File: config.mk
export PLATFORM = sky130hd
export DESIGN_NAME = hazard_ctrl
export DESIGN_NICKNAME = d
export VERILOG_FILES = /design/src/rtl/hazard_pkg.sv /design/src/rtl/hazard_decode.sv /design/src/rtl/hazard_ctrl.sv
export SDC_FILE = /design/constraint.sdc
export NUM_CORES = 1
export LEC_CHECK = 0
export BUFFER_PORTS_ARGS = -buffer_cell sky130_fd_sc_hd__buf_2
export CAP_MARGIN = 20
export CORE_UTILIZATION = 50
export DETAILED_ROUTE_END_ITERATION = 6
export MAX_ROUTING_LAYER = met4
export PLACE_DENSITY = 0.79
export SLEW_MARGIN = 30
export SYNTH_ARGS = -nofsm -noshare
export SYNTH_HDL_FRONTEND = slang
export SYNTH_SLANG_ARGS = --single-unit
File: constraint.sdc
create_clock -name clk -period 2.6 [get_ports clk]
set_input_delay 0.13 -clock clk [delete_from_list [all_inputs] [get_ports clk]]
set_output_delay 0.13 -clock clk [all_outputs]
set_load 0.01 [all_outputs]
File: src/rtl/hazard_pkg.sv
// Shared types and constants for the OTTER hazard/flush unit.
package hazard_pkg;
  localparam logic [6:0] OPC_LOAD   = 7'b0000011;
  localparam logic [6:0] OPC_STORE  = 7'b0100011;
  localparam logic [6:0] OPC_BRANCH = 7'b1100011;
  localparam logic [6:0] OPC_OP     = 7'b0110011;
  localparam logic [6:0] OPC_LUI    = 7'b0110111;
  localparam logic [6:0] OPC_AUIPC  = 7'b0010111;
  localparam logic [6:0] OPC_JAL    = 7'b1101111;

  typedef struct packed {
    logic       valid;
    logic [4:0] rd;
    logic       is_load;
  } sb_entry_t;

  // Forward selects encode 0 (regfile) plus one code per scoreboard stage.
  function automatic int fwd_sel_w(input int depth);
    return (depth + 1 <= 2) ? 1 : $clog2(depth + 1);
  endfunction
endpackage

File: src/rtl/hazard_decode.sv
// Combinational operand/destination decode of a 32-bit OTTER instruction.
module hazard_decode
  import hazard_pkg::*;
(
  input  logic [31:0] ir,
  output logic        uses_rs1,
  output logic        uses_rs2,
  output logic        writes_rd,
  output logic        is_load,
  output logic [4:0]  rs1,
  output logic [4:0]  rs2,
  output logic [4:0]  rd
);
  logic [6:0] opc;

  assign opc       = ir[6:0];
  assign rs1       = ir[19:15];
  assign rs2       = ir[24:20];
  assign rd        = ir[11:7];
  assign uses_rs1  = !(opc == OPC_LUI || opc == OPC_AUIPC || opc == OPC_JAL);
  assign uses_rs2  = (opc == OPC_BRANCH) || (opc == OPC_STORE) || (opc == OPC_OP);
  assign writes_rd = !(opc == OPC_BRANCH || opc == OPC_STORE) && (rd != 5'd0);
  assign is_load   = (opc == OPC_LOAD);
endmodule

File: src/rtl/hazard_ctrl.sv
// Scoreboard-based data-hazard / control-flush unit beside the decode stage.
// Build option: HZD_FORWARD_EN enables operand forwarding (only load-use stalls).
module hazard_ctrl
  import hazard_pkg::*;
#(
  parameter int WB_DEPTH = 3,
  parameter int LOAD_LAT = 1,
  parameter int CNT_W    = 16
) (
  input  logic                            clk,
  input  logic                            rst,
  input  logic [31:0]                     de_ir,
  input  logic                            de_valid,
  input  logic                            br_taken,
  output logic                            pc_write,
  output logic                            de_en,
  output logic                            de_flush,
  output logic                            ex_bubble,
  output logic [fwd_sel_w(WB_DEPTH)-1:0]  fwd_a_sel,
  output logic [fwd_sel_w(WB_DEPTH)-1:0]  fwd_b_sel,
  output logic [CNT_W-1:0]                stall_cnt
);
  localparam int SW = fwd_sel_w(WB_DEPTH);

  sb_entry_t [WB_DEPTH-1:0] sb_q, sb_d;
  logic [CNT_W-1:0]         stall_cnt_q, stall_cnt_d;

  logic       uses_rs1, uses_rs2, writes_rd, is_load;
  logic [4:0] rs1, rs2, rd;

  hazard_decode u_dec (
    .ir(de_ir), .uses_rs1(uses_rs1), .uses_rs2(uses_rs2), .writes_rd(writes_rd),
    .is_load(is_load), .rs1(rs1), .rs2(rs2), .rd(rd)
  );

  logic          hit_a, hit_b, ld_a, ld_b, hazard, stall;
  logic [SW-1:0] sel_a, sel_b;

  // Scan oldest to youngest so the youngest match wins.
  always_comb begin
    hit_a = 1'b0; hit_b = 1'b0; ld_a = 1'b0; ld_b = 1'b0;
    sel_a = '0;   sel_b = '0;
    for (int i = WB_DEPTH - 1; i >= 0; i--) begin
      if (uses_rs1 && rs1 != 5'd0 && sb_q[i].valid && sb_q[i].rd == rs1) begin
        hit_a = 1'b1;
        sel_a = SW'(i + 1);
        ld_a  = sb_q[i].is_load && (i < LOAD_LAT);
      end
      if (uses_rs2 && rs2 != 5'd0 && sb_q[i].valid && sb_q[i].rd == rs2) begin
        hit_b = 1'b1;
        sel_b = SW'(i + 1);
        ld_b  = sb_q[i].is_load && (i < LOAD_LAT);
      end
    end
  end

`ifdef HZD_FORWARD_EN
  assign hazard    = ld_a || ld_b;
  assign fwd_a_sel = (rst || stall) ? '0 : sel_a;
  assign fwd_b_sel = (rst || stall) ? '0 : sel_b;
`else
  logic unused_fwd;
  assign unused_fwd = ^{sel_a, sel_b, ld_a, ld_b};
  assign hazard     = hit_a || hit_b;
  assign fwd_a_sel  = '0;
  assign fwd_b_sel  = '0;
`endif

  // A taken branch overrides any stall; reset forces the issue state.
  assign stall     = !rst && de_valid && !br_taken && hazard;
  assign pc_write  = !stall;
  assign de_en     = !stall;
  assign de_flush  = !rst && br_taken;
  assign ex_bubble = !rst && (stall || br_taken);
  assign stall_cnt = stall_cnt_q;

  always_comb begin
    sb_d = '0;
    for (int i = 1; i < WB_DEPTH; i++) sb_d[i] = sb_q[i-1];
    if (de_valid && !stall && !br_taken && writes_rd)
      sb_d[0] = '{valid: 1'b1, rd: rd, is_load: is_load};
    stall_cnt_d = stall_cnt_q;
    if (stall && stall_cnt_q != '1) stall_cnt_d = stall_cnt_q + 1'b1;
  end

  always_ff @(posedge clk) begin
    if (rst) begin
      sb_q        <= '0;
      stall_cnt_q <= '0;
    end else begin
      sb_q        <= sb_d;
      stall_cnt_q <= stall_cnt_d;
    end
  end
endmodule
==> results.yml <==
placement:
  dpl.hpwl_um: 2910
  finalWeightedCongestion: 0.818
  io_buffers: 45
die:
  die_area_sq_um: 3900
  fp.coreArea_sq_um: 3420
  ioPinCount: 60
  die_y_um: 62.4
  rows: 21
  initial_core_util_pct: 53.4
  die_x_um: 62.4
hold_path:
  min_path_cells: 3
  hold_start: "de_ir[8]"
  hp-class: "in2reg"
  min_to: "sb_d[9]"
layout:
  nets: 297
  final_util_pct: 62.7
  drive_above_1_share_pct: 22.6
  multiInputGateArea_sq_um: 1040
  seq_area_sq_um: 681
  diodes: 0
  synthToLayoutAreaGrowth_pct: 17.3
  fill_cells: 317
sta:
  hold_viol_final: 0
  setup_tns_ps: 0
  slew_violations: 0
  setup_violations: 0
  max_freq_mhz: 432
  min_period_ps: 2320
  finClkSkew_ps: 5.05
  tightestPinTransition_ps: 611
  finalCritPeriodShare_pct: 89.1
  slew_headroom_pct: 59.3
  rsz0062_at_grt: "no"
clock_tree:
  htree_levels: 2
  cts_setup_buffers: 0
  clockBufferDepth: 2
  clock_latency_ps: 340
  path_clk_slew_ps: 110
  post_cts_resize_count: 0
  numCtsBuffers: 5
  cts_root_buffer: "clkbuf_4"
  cts_tree: "done"
  hold_buffers: 0
  cts_sinks: 34
worst_setup_path:
  cp_top_family: "simple AND/OR/NAND/NOR gates"
  path_class: "reg2reg"
  regToRegStartpoint: "sb_d[10]"
  worst-path-buf-inv: 1
  path_cells: "xor2_1 -> nor4_1 -> nand3_1 -> a311oi_2 -> a21oi_2 -> buf_4 -> or4_1 -> a21oi_1"
  r2r-end: "stall_cnt[13]"
  r2r_slack_ps: 280
  cp_max_fo: 24
  reg2reg_depth: 8
  slowest_stage: "or4_1"
  worst_setup_path_start_kind: "flip-flop"
  worstSetupEndpointType: "flip-flop"
  slowest_delay_ps: 510
  cp.required_ps: 2880
  arrival_ps: 2600
grt:
  grt_max_degree: 31
  grt_usage_pct: 21.6
  use_met1_pct: 27.2
  grt-busiest-layer: "met2"
  use_met2_pct: 33.6
  overflow: 0
  grt_pass1_wl_um: 6500
  met3_usage_pct: 5.11
  antenna_found_initial: 0
  grt_pass1_vias: 1507
run_status:
  status: "finished, final reports clean"
drt:
  drt_iter0_drc: 62
  ant_nets: 0
  drcViolationCount: 0
  vias: 1634
  first_pass_iters: 4
  via_per_inst: 5.32
  drt-total-wl_um: 3910
  routedWlPerCell_um: 12.7
yosys:
  synthDistinctLibCells: 39
  ys_seq_area_share_pct: 37.3
  async_flop_share_pct: 0
  syn_avg_cell_area_sq_um: 8.57
  ys_warn_count: 0
  yosys_register_bits: 34
  syn_inst: 213
  synth-main-ff-cell: "dfxtp_1"
  syn_area_sq_um: 1830
  synth_edf_count: 0
pwr:
  seq_power_share_pct: 52.0
  p_clk_share_pct: 39.0
  power.density_nw_per_um2: 477
  switching_share_pct: 24.8
  leakagePower_nw: 0.924
  power_frac_comb_pct: 9.0
  switchingPower_mw: 0.254
  p_int_mw: 0.768
  vdd_drop_max_uv: 304
flow_run:
  cap_violations: 0
layout by cell type, fill, tap and decap left out, types with 2 or more instances in the layout:
cell type and instances:
nand4_1 6, conb_1 4, or4_1 3, and3_1 2, buf_2 45, xor2_1 25
clkinvlp_4 2, nand3_1 13, nor2b_1 12, o31ai_1 3, and2_1 4, o21ai_1 8
a21oi_1 15, and4_1 2, nor2_1 12, o21ai_0 4, nand2_1 9, clkbuf_4 5
or3_1 13, dfxtp_1 34, nor4_1 5, inv_1 10, nand4b_1 2, buf_4 2
xnor2_1 6
logic make-up (layout without fill, tap and decap cells):
family                   after synthesis  count (layout)  synth area share, %
multiplexers                           1               1                0.548
AO/OA/AOI/OAI                         39              39                 13.2
adder cells (fa/ha/maj)                1               1                0.685
XOR/XNOR                              31              31                 14.9
flip-flops                            34              34                 37.3
buffers and inverters                 20              65                 6.17
other                                  1               4                0.205
AND/OR/NAND/NOR                       86              86                 27.0
power groups by stage:
stage | clock (mW) | sequential (mW) | combinational, mW
CTS | 0.404 | 0.531 | 0.0921
finish | 0.398 | 0.531 | 0.0918
floorplan | 0 | 0.542 | 0.0537
global route | 0.425 | 0.533 | 0.102
detailed placement | 0 | 0.543 | 0.0910
global placement | 0 | 0.543 | 0.0896
final cells by class:
type / count / share of cell area (%)
clock inverter: 3 / 2.10
inverter: 10 / 1.75
timing repair buffer: 47 / 11.2
multi-input combinational: 162 / 48.7
sequential: 34 / 31.8
clock buffer: 5 / 1.75
tap: 46 / 2.69
routing by layer:
| metal | vias up | wire, um | share of wire, % |
|---|---|---|---|
| li1 | 841 | - | - |
| met1 | 737 | 1930 | 49 |
| met2 | 50 | 1730 | 44 |
| met3 | 6 | 187 | 4.8 |
| met4 | 0 | 63 | 1.6 |
| met5 | - | 0 | 0 |
synth_stat cells, types with 2 or more instances:
| cell type | n | area [sq um] |
|---|---|---|
| a21oi_1 | 15 | 75.1 |
| and2_1 | 4 | 25.0 |
| and3_1 | 2 | 12.5 |
| and4_1 | 2 | 17.5 |
| buf_4 | 5 | 37.5 |
| clkbuf_1 | 3 | 11.3 |
| dfxtp_1 | 34 | 681 |
| inv_1 | 10 | 37.5 |
| nand2_1 | 9 | 33.8 |
| nand3_1 | 13 | 65.1 |
| nand4_1 | 6 | 37.5 |
| nand4b_1 | 2 | 17.5 |
| nor2_1 | 12 | 45.0 |
| nor2b_1 | 12 | 75.1 |
| nor4_1 | 5 | 31.3 |
| o21ai_0 | 4 | 20.0 |
| o21ai_1 | 8 | 40.0 |
| o31ai_1 | 3 | 22.5 |
| or3_1 | 13 | 81.3 |
| or4_1 | 3 | 22.5 |
| xnor2_1 | 6 | 52.6 |
| xor2_1 | 25 | 219 |
how the worst max path moves through the flow:
stage	from	to	slack, ps	depth (start not counted)
after global placement	stall_cnt[0]	stall_cnt[13]	380	9
after detailed placement	stall_cnt[0]	stall_cnt[13]	330	9
final	sb_d[10]	stall_cnt[13]	280	8
after floorplan	stall_cnt[0]	stall_cnt[13]	600	8
after global routing	stall_cnt[0]	stall_cnt[13]	160	9
after CTS	sb_d[10]	stall_cnt[13]	290	8
sequential cells by signal, indices dropped and copies added (netlist names):
register / count
sb_d: 12
stall_cnt: 16
sb_q: 6
stage by stage:
stage	power [mW]	hold WS (ps)	setup WS (ps)	cell area [sq um]	std cells
final	1.02	8.75	283	2140	307
after global routing	1.06	2.79	157	2140	307
after CTS	1.03	1.07	290	2140	307
after detailed placement	0.634	370	333	2060	299
after global placement	0.632	364	377	2060	299
after floorplan	0.596	242	603	1840	216
worst register-to-register path, stage by stage, from the launching register on:
cell and delay [ps]:
dfxtp_1 360, xor2_1 180, nor4_1 390, nand3_1 180, a311oi_2 240, a21oi_2 50
buf_4 210, or4_1 510, a21oi_1 140
Note: power is estimated with default switching activity, not from simulation.
